[src/rtl/decode_stage_if.sv]
// Bundles the decode-stage D-side inputs, write-back port and registered E-side outputs.
// The master drives instruction/PC/write-back/flush; the slave (decode stage) returns ID/EX data.
interface decode_stage_if #(
  parameter int unsigned WIDTH = 32
);
  // D-side inputs from the IF/ID register
  logic [WIDTH-1:0] instrD;
  logic [WIDTH-1:0] pcD;
  logic [WIDTH-1:0] pcplus4D;

  // Write-back port
  logic             regwriteW;
  logic [4:0]       rdW;
  logic [WIDTH-1:0] resultW;

  logic             flushE;

  // ID/EX register outputs
  logic [WIDTH-1:0] rd1E;
  logic [WIDTH-1:0] rd2E;
  logic [WIDTH-1:0] immextE;
  logic [WIDTH-1:0] pcE;
  logic [WIDTH-1:0] pcplus4E;
  logic [4:0]       rs1E;
  logic [4:0]       rs2E;
  logic [4:0]       rdE;
  logic             regwriteE;
  logic             memwriteE;
  logic             jumpE;
  logic             branchE;
  logic             alusrcE;
  logic [1:0]       resultsrcE;
  logic [3:0]       alucontrolE;
  logic [2:0]       funct3E;

  logic [WIDTH-1:0] a0_out;

  modport master (
    output instrD, pcD, pcplus4D, regwriteW, rdW, resultW, flushE,
    input  rd1E, rd2E, immextE, pcE, pcplus4E, rs1E, rs2E, rdE,
    input  regwriteE, memwriteE, jumpE, branchE, alusrcE,
    input  resultsrcE, alucontrolE, funct3E, a0_out
  );

  modport slave (
    input  instrD, pcD, pcplus4D, regwriteW, rdW, resultW, flushE,
    output rd1E, rd2E, immextE, pcE, pcplus4E, rs1E, rs2E, rdE,
    output regwriteE, memwriteE, jumpE, branchE, alusrcE,
    output resultsrcE, alucontrolE, funct3E, a0_out
  );
endinterface

[src/rtl/decode_stage.sv]
// RV32I decode stage: register file with write-through, immediate generation, main/ALU
// decoders and the ID/EX pipeline register with flush; x10 is exported as a0_out.
module decode_stage #(
  parameter int unsigned WIDTH = 32
) (
  input logic           clk,
  input logic           rst,
  decode_stage_if.slave bus
);

  typedef enum logic [6:0] {
    OpLoad   = 7'b0000011,
    OpAluImm = 7'b0010011,
    OpStore  = 7'b0100011,
    OpAluReg = 7'b0110011,
    OpLui    = 7'b0110111,
    OpBranch = 7'b1100011,
    OpJalr   = 7'b1100111,
    OpJal    = 7'b1101111
  } opcode_e;

  typedef enum logic [3:0] {
    AluAdd   = 4'b0000,
    AluSub   = 4'b0001,
    AluAnd   = 4'b0010,
    AluOr    = 4'b0011,
    AluXor   = 4'b0100,
    AluSll   = 4'b0101,
    AluSrl   = 4'b0110,
    AluSra   = 4'b0111,
    AluSlt   = 4'b1000,
    AluSltu  = 4'b1001,
    AluPassB = 4'b1010
  } alu_op_e;

  logic [WIDTH-1:0] rf_q [32];

  logic [6:0] opcode;
  logic [4:0] rs1, rs2, rd;
  logic [2:0] funct3;
  logic       funct7_b5;

  assign opcode    = bus.instrD[6:0];
  assign rd        = bus.instrD[11:7];
  assign funct3    = bus.instrD[14:12];
  assign rs1       = bus.instrD[19:15];
  assign rs2       = bus.instrD[24:20];
  assign funct7_b5 = bus.instrD[30];

  // Register file: x0 is never written, so it reads 0 after reset.
  logic wb_en;
  assign wb_en = bus.regwriteW && (bus.rdW != 5'd0);

  always_ff @(posedge clk) begin
    if (rst) begin
      for (int i = 0; i < 32; i++) begin
        rf_q[i] <= '0;
      end
    end else if (wb_en) begin
      rf_q[bus.rdW] <= bus.resultW;
    end
  end

  // Same-cycle write-back forwards into the read ports.
  logic [WIDTH-1:0] rd1, rd2;

  always_comb begin
    rd1 = rf_q[rs1];
    rd2 = rf_q[rs2];
    if (rs1 == 5'd0) begin
      rd1 = '0;
    end else if (wb_en && (bus.rdW == rs1)) begin
      rd1 = bus.resultW;
    end
    if (rs2 == 5'd0) begin
      rd2 = '0;
    end else if (wb_en && (bus.rdW == rs2)) begin
      rd2 = bus.resultW;
    end
  end

  assign bus.a0_out = rf_q[10];

  // Immediate generation: built as a signed 32-bit value, then sign-extended to WIDTH.
  logic signed [31:0] imm32;
  logic [WIDTH-1:0]   immext;

  always_comb begin
    imm32 = '0;
    case (opcode)
      OpLoad, OpAluImm, OpJalr: begin
        imm32 = {{20{bus.instrD[31]}}, bus.instrD[31:20]};
      end
      OpStore: begin
        imm32 = {{20{bus.instrD[31]}}, bus.instrD[31:25], bus.instrD[11:7]};
      end
      OpBranch: begin
        imm32 = {{19{bus.instrD[31]}}, bus.instrD[31], bus.instrD[7], bus.instrD[30:25],
                 bus.instrD[11:8], 1'b0};
      end
      OpJal: begin
        imm32 = {{11{bus.instrD[31]}}, bus.instrD[31], bus.instrD[19:12], bus.instrD[20],
                 bus.instrD[30:21], 1'b0};
      end
      OpLui: begin
        imm32 = {bus.instrD[31:12], 12'b0};
      end
      default: imm32 = '0;
    endcase
  end

  assign immext = WIDTH'(imm32);

  // Shared funct3 decode for register and immediate ALU ops; sub exists only for R-type.
  function automatic alu_op_e alu_from_funct(input logic [2:0] f3, input logic f7b5,
                                             input logic is_reg);
    alu_op_e op;
    case (f3)
      3'b000:  op = (is_reg && f7b5) ? AluSub : AluAdd;
      3'b001:  op = AluSll;
      3'b010:  op = AluSlt;
      3'b011:  op = AluSltu;
      3'b100:  op = AluXor;
      3'b101:  op = f7b5 ? AluSra : AluSrl;
      3'b110:  op = AluOr;
      default: op = AluAnd;
    endcase
    return op;
  endfunction

  logic       regwrite, memwrite, jump, branch, alusrc;
  logic [1:0] resultsrc;
  alu_op_e    alucontrol;

  always_comb begin
    regwrite   = 1'b0;
    memwrite   = 1'b0;
    jump       = 1'b0;
    branch     = 1'b0;
    alusrc     = 1'b0;
    resultsrc  = 2'b00;
    alucontrol = AluAdd;
    case (opcode)
      OpAluReg: begin
        regwrite   = 1'b1;
        alucontrol = alu_from_funct(funct3, funct7_b5, 1'b1);
      end
      OpAluImm: begin
        regwrite   = 1'b1;
        alusrc     = 1'b1;
        alucontrol = alu_from_funct(funct3, funct7_b5, 1'b0);
      end
      OpLoad: begin
        regwrite  = 1'b1;
        alusrc    = 1'b1;
        resultsrc = 2'b01;
      end
      OpStore: begin
        memwrite = 1'b1;
        alusrc   = 1'b1;
      end
      OpBranch: begin
        branch     = 1'b1;
        alucontrol = AluSub;
      end
      OpJal: begin
        jump      = 1'b1;
        regwrite  = 1'b1;
        resultsrc = 2'b10;
      end
      OpJalr: begin
        jump      = 1'b1;
        regwrite  = 1'b1;
        alusrc    = 1'b1;
        resultsrc = 2'b10;
      end
      OpLui: begin
        regwrite   = 1'b1;
        alusrc     = 1'b1;
        alucontrol = AluPassB;
      end
      default: ;
    endcase
  end

  // ID/EX register: reset and flush both produce an all-zero bubble.
  always_ff @(posedge clk) begin
    if (rst || bus.flushE) begin
      bus.rd1E        <= '0;
      bus.rd2E        <= '0;
      bus.immextE     <= '0;
      bus.pcE         <= '0;
      bus.pcplus4E    <= '0;
      bus.rs1E        <= '0;
      bus.rs2E        <= '0;
      bus.rdE         <= '0;
      bus.regwriteE   <= 1'b0;
      bus.memwriteE   <= 1'b0;
      bus.jumpE       <= 1'b0;
      bus.branchE     <= 1'b0;
      bus.alusrcE     <= 1'b0;
      bus.resultsrcE  <= '0;
      bus.alucontrolE <= '0;
      bus.funct3E     <= '0;
    end else begin
      bus.rd1E        <= rd1;
      bus.rd2E        <= rd2;
      bus.immextE     <= immext;
      bus.pcE         <= bus.pcD;
      bus.pcplus4E    <= bus.pcplus4D;
      bus.rs1E        <= rs1;
      bus.rs2E        <= rs2;
      bus.rdE         <= rd;
      bus.regwriteE   <= regwrite;
      bus.memwriteE   <= memwrite;
      bus.jumpE       <= jump;
      bus.branchE     <= branch;
      bus.alusrcE     <= alusrc;
      bus.resultsrcE  <= resultsrc;
      bus.alucontrolE <= alucontrol;
      bus.funct3E     <= funct3;
    end
  end

endmodule

[src/flat_wrapper.sv]
// flat-port wrapper written by rule: the top's interface ports become plain ports
module decode_stage_flat 
#(
  parameter int unsigned WIDTH = 32
)
  (clk, rst, bus_instrD, bus_pcD, bus_pcplus4D, bus_regwriteW, bus_rdW, bus_resultW, bus_flushE, bus_rd1E, bus_rd2E, bus_immextE, bus_pcE, bus_pcplus4E, bus_rs1E, bus_rs2E, bus_rdE, bus_regwriteE, bus_memwriteE, bus_jumpE, bus_branchE, bus_alusrcE, bus_resultsrcE, bus_alucontrolE, bus_funct3E, bus_a0_out);
  decode_stage_if #(.WIDTH(WIDTH)) bus_i ();
  input logic clk;
  input logic rst;
  input wire logic [$bits(bus_i.instrD)-1:0] bus_instrD;
  input wire logic [$bits(bus_i.pcD)-1:0] bus_pcD;
  input wire logic [$bits(bus_i.pcplus4D)-1:0] bus_pcplus4D;
  input wire logic [$bits(bus_i.regwriteW)-1:0] bus_regwriteW;
  input wire logic [$bits(bus_i.rdW)-1:0] bus_rdW;
  input wire logic [$bits(bus_i.resultW)-1:0] bus_resultW;
  input wire logic [$bits(bus_i.flushE)-1:0] bus_flushE;
  output wire logic [$bits(bus_i.rd1E)-1:0] bus_rd1E;
  output wire logic [$bits(bus_i.rd2E)-1:0] bus_rd2E;
  output wire logic [$bits(bus_i.immextE)-1:0] bus_immextE;
  output wire logic [$bits(bus_i.pcE)-1:0] bus_pcE;
  output wire logic [$bits(bus_i.pcplus4E)-1:0] bus_pcplus4E;
  output wire logic [$bits(bus_i.rs1E)-1:0] bus_rs1E;
  output wire logic [$bits(bus_i.rs2E)-1:0] bus_rs2E;
  output wire logic [$bits(bus_i.rdE)-1:0] bus_rdE;
  output wire logic [$bits(bus_i.regwriteE)-1:0] bus_regwriteE;
  output wire logic [$bits(bus_i.memwriteE)-1:0] bus_memwriteE;
  output wire logic [$bits(bus_i.jumpE)-1:0] bus_jumpE;
  output wire logic [$bits(bus_i.branchE)-1:0] bus_branchE;
  output wire logic [$bits(bus_i.alusrcE)-1:0] bus_alusrcE;
  output wire logic [$bits(bus_i.resultsrcE)-1:0] bus_resultsrcE;
  output wire logic [$bits(bus_i.alucontrolE)-1:0] bus_alucontrolE;
  output wire logic [$bits(bus_i.funct3E)-1:0] bus_funct3E;
  output wire logic [$bits(bus_i.a0_out)-1:0] bus_a0_out;
  assign bus_i.instrD = bus_instrD;
  assign bus_i.pcD = bus_pcD;
  assign bus_i.pcplus4D = bus_pcplus4D;
  assign bus_i.regwriteW = bus_regwriteW;
  assign bus_i.rdW = bus_rdW;
  assign bus_i.resultW = bus_resultW;
  assign bus_i.flushE = bus_flushE;
  assign bus_rd1E = bus_i.rd1E;
  assign bus_rd2E = bus_i.rd2E;
  assign bus_immextE = bus_i.immextE;
  assign bus_pcE = bus_i.pcE;
  assign bus_pcplus4E = bus_i.pcplus4E;
  assign bus_rs1E = bus_i.rs1E;
  assign bus_rs2E = bus_i.rs2E;
  assign bus_rdE = bus_i.rdE;
  assign bus_regwriteE = bus_i.regwriteE;
  assign bus_memwriteE = bus_i.memwriteE;
  assign bus_jumpE = bus_i.jumpE;
  assign bus_branchE = bus_i.branchE;
  assign bus_alusrcE = bus_i.alusrcE;
  assign bus_resultsrcE = bus_i.resultsrcE;
  assign bus_alucontrolE = bus_i.alucontrolE;
  assign bus_funct3E = bus_i.funct3E;
  assign bus_a0_out = bus_i.a0_out;
  decode_stage #(.WIDTH(WIDTH)) u_core (.clk(clk), .rst(rst), .bus(bus_i));
endmodule
[config.mk]
export PLATFORM = sky130hd
export DESIGN_NAME = decode_stage_flat
export DESIGN_NICKNAME = d
export VERILOG_FILES = /design/src/rtl/decode_stage_if.sv /design/src/rtl/decode_stage.sv /design/src/flat_wrapper.sv
export SDC_FILE = /design/constraint.sdc
export NUM_CORES = 2
export LEC_CHECK = 0
export BUFFER_PORTS_ARGS = -buffer_cell sky130_fd_sc_hd__buf_2
export CAP_MARGIN = 20
export CORE_MARGIN = 1.5
export CORE_UTILIZATION = 60
export CTS_CLUSTER_SIZE = 24
export DETAILED_ROUTE_END_ITERATION = 8
export PLACE_DENSITY_LB_ADDON = 0.2
export SLEW_MARGIN = 5
export SYNTH_ARGS = -nofsm -noshare
export SYNTH_HDL_FRONTEND = slang
export SYNTH_SLANG_ARGS = --single-unit
export TNS_END_PERCENT = 50
[constraint.sdc]
create_clock -name clk -period 6 [get_ports clk]
set_input_delay 0.3 -clock clk [delete_from_list [all_inputs] [get_ports clk]]
set_output_delay 0.3 -clock clk [all_outputs]
set_load 0.02 [all_outputs]
==> results.yml <==
run_status:
  status: "complete, no violations"
global_route:
  grt-ovfl-total: 0
  grt_start_max_net_pins: 89
  grt_pass1_vias: 38500
  grt_usage_pct: 38.2
  antenna_found_initial: 17
  grt_pass1_wl_um: 276000
worst_setup_path:
  crit_slowest_cell: "or2_2"
  end_kind: "flip-flop"
  r2r-start: "u_core.rf_q[15][15]"
  cp.required_ps: 6380
  crit_type: "in -> reg"
  start_kind: "input port"
  cpPeakStageDelay_ps: 950
  critical_path_arrival_ps: 4140
  crit_chain: "dlygate4sd3_1, buf_2, nor2b_1, nand3_1, nor2_2, or2_2"
  cp-startpoint: "rst"
  path_max_fanout: 32
clock_tree:
  cts_hold_repair.buffers: 89
  clock_latency_ps: 770
  cts_buffers: 136
  cts-resized-gates: 0
  clock-sinks: 1213
  cts_tree: "yes"
  path_clk_slew_ps: 60
  clock-root-buffer: "clkbuf_16"
  ctsHtreeMaxLevel: 4
  cts_setup_buffers: 0
  cts_buffer_depth: 3
worst_hold_path:
  hp-start: "bus_instrD[24]"
  hp-class: "in -> reg"
run:
  maxCapViolCount: 0
cells_and_area:
  final_nets: 4565
  synthToLayoutAreaGrowth_pct: 13.0
  final_cells: 5833
  utilization_pct: 68.7
  drive_above_1_share_pct: 26.3
route:
  num_vias: 40000
  drc: 0
  drt_iter0_drc: 6024
  dr_wl_met3_um: 29800
  maxUsedRoutingLayer: "met5"
  wl_per_cell_um: 33.5
  wl_met1_um: 68300
  viasPerCell: 6.86
  drtPass1Iterations: 9
  antenna_left: 0
  met2_length_um: 88400
  wirelength_um: 195000
sta:
  whs_ps: 50.2
  fin_setup_tns_ps: 0
  finalHoldViolCount: 0
  rsz0062_at_grt: "no"
  maxSlewHeadroom_pct: 20.1
  finalCriticalPeriod_ps: 3760
  setup_viol: 0
  max_clock_freq_ghz: 0.266
  timing.final.ws_setup_ps: 2240
  slew_violations: 0
  fin_crit_sh_pct: 62.7
  worst_pin_slew_ps: 1200
  fin_worst_skew_ps: 24.6
yosys:
  ys_types: 65
  postSynthCellCount: 4137
  async_flop_share_pct: 0
  synth_edf_count: 1024
  synth_seq_area_share_pct: 57.4
  avgSynthCellArea_sq_um: 14.5
  synth_seq_cells: 1213
  synth_ff_type: "edfxtp_1"
  yosys_warnings: 0
  synth.cell_area_sq_um: 60100
power:
  power_leakage_uw: 0.0251
  ir_drop_mv: 0.246
  power_density_nw_per_um2: 301
die:
  ios: 358
  core_sq_um: 98900
  fp.dieW_um: 320
  die_area_sq_um: 102000
  initial_core_util_pct: 60.8
  die_h_um: 320
  row_count: 115
placement:
  placed_cells: 5488
  place_ws_ps: 2140
  dp_hpwl_um: 121000
  io_buffers: 357
  routabilityCongestion: 1.00
## synthesized netlist by cell type, types with 19 or more instances
cell      number  area [sq um]
buf_2         65           325
buf_4         31           233
a32o_1        20           200
dfxtp_1      189          3780
o21ai_0       33           165
mux2i_1      244          2440
a211oi_1      23           173
nand3_1       29           145
and2_1      1077          6740
nor2_1        92           345
clkbuf_1     279          1050
a211o_1       22           193
a22oi_1       49           368
mux2_2        21           236
mux4_2       432          9730
nand2_1      101           379
nor3_1        19          95.1
buf_6         30           338
a221oi_1      34           298
o21ai_1       46           230
a21oi_1       34           170
edfxtp_1    1024         30700
o22ai_1      100           626
or2_2         35           219
## cells in the final DEF, fill, tap and decap left out, types with 5 or more instances in the layout
| cell | instances |
|---|---|
| a211o_1 | 22 |
| a211oi_1 | 23 |
| a21oi_1 | 34 |
| a221oi_1 | 34 |
| a22oi_1 | 49 |
| a32o_1 | 20 |
| and2_1 | 1077 |
| and3_1 | 6 |
| buf_12 | 10 |
| buf_2 | 351 |
| buf_4 | 82 |
| bufinv_16 | 6 |
| clkbuf_1 | 34 |
| clkbuf_16 | 145 |
| clkbuf_8 | 18 |
| clkinv_1 | 12 |
| clkinv_2 | 22 |
| conb_1 | 32 |
| dfxtp_1 | 189 |
| diode_2 | 6 |
| dlygate4sd3_1 | 89 |
| edfxtp_1 | 1024 |
| inv_6 | 8 |
| mux2_2 | 21 |
| mux2i_1 | 244 |
| mux4_2 | 432 |
| nand2_1 | 101 |
| nand2b_1 | 10 |
| nand3_1 | 29 |
| nand3b_1 | 7 |
| nor2_1 | 57 |
| nor2_2 | 35 |
| nor2b_2 | 5 |
| nor3_1 | 19 |
| o211ai_1 | 5 |
| o21ai_0 | 32 |
| o21ai_1 | 47 |
| o22ai_1 | 100 |
| or2_2 | 35 |
| xor2_1 | 6 |
## layer usage
metal | vias up | track usage [%]
met1 | 20000 | 50.3
met3 | 557 | 14.3
met2 | 3342 | 57.5
met4 | 16 | 15.8
li1 | 16200 | -
met5 | - | 0.709
## final cells by class
cell class / count / area [sq um]
sequential: 1213 / 34500
fill: 6510 / 30900
multi-input combinational: 2532 / 23700
clock buffer: 197 / 4000
timing repair buffer: 540 / 3600
tap: 1287 / 1610
clock inverter: 53 / 454
inverter: 5 / 18.8
antenna: 6 / 15.0
## state kept, by name (all words and copies together) (netlist names), 5 cells and up
signal               count
u_core.bus.immextE      32
u_core.bus.pcE          32
u_core.bus.pcplus4E     32
u_core.bus.rd1E         32
u_core.bus.rd2E         32
u_core.bus.rdE           5
u_core.bus.rs1E          5
u_core.bus.rs2E          5
u_core.rf_q           1024
## cell families after synthesis
family	Yosys count	synth area share, %
xor gates and xnor gates	10	0.146
other	1	0.00624
muxes	697	20.6
buffers and inverters	423	3.53
DFF	1213	57.4
and+or+nand+nor	1407	13.8
AOI/OAI and AO/OA	386	4.39
## critical path, delay by kind of cell
kind	cells	cell delay [ps]
simple gates	4	2980
buf+inv	2	800
## stage by stage
stage / instance area, sq um / power, uW
after floorplan: 60200 / 11300
after global placement: 62500 / 12100
after detailed placement: 62600 / 12100
after CTS: 67900 / 20400
after global routing: 67900 / 20900
final: 67900 / 20500
## final timing paths
| path | endpoint | slack (ps) | depth (start not counted) |
|---|---|---|---|
| max reg2reg | u_core.bus.rd1E[15] | 3850 | 6 |
| min reg2reg | u_core.bus.rd2E[28] | 870 | 4 |
| max | u_core.rf_q[3][23] | 2240 | 6 |
| min | u_core.bus.immextE[24] | 50 | 3 |
## where the power goes
part	internal (uW)	switching (uW)	total, uW
sequential	9580	257	9840
combinational	885	1370	2260
clock	4900	3450	8350
total	15400	5080	20500
Note: power is estimated with default switching activity, not from simulation.
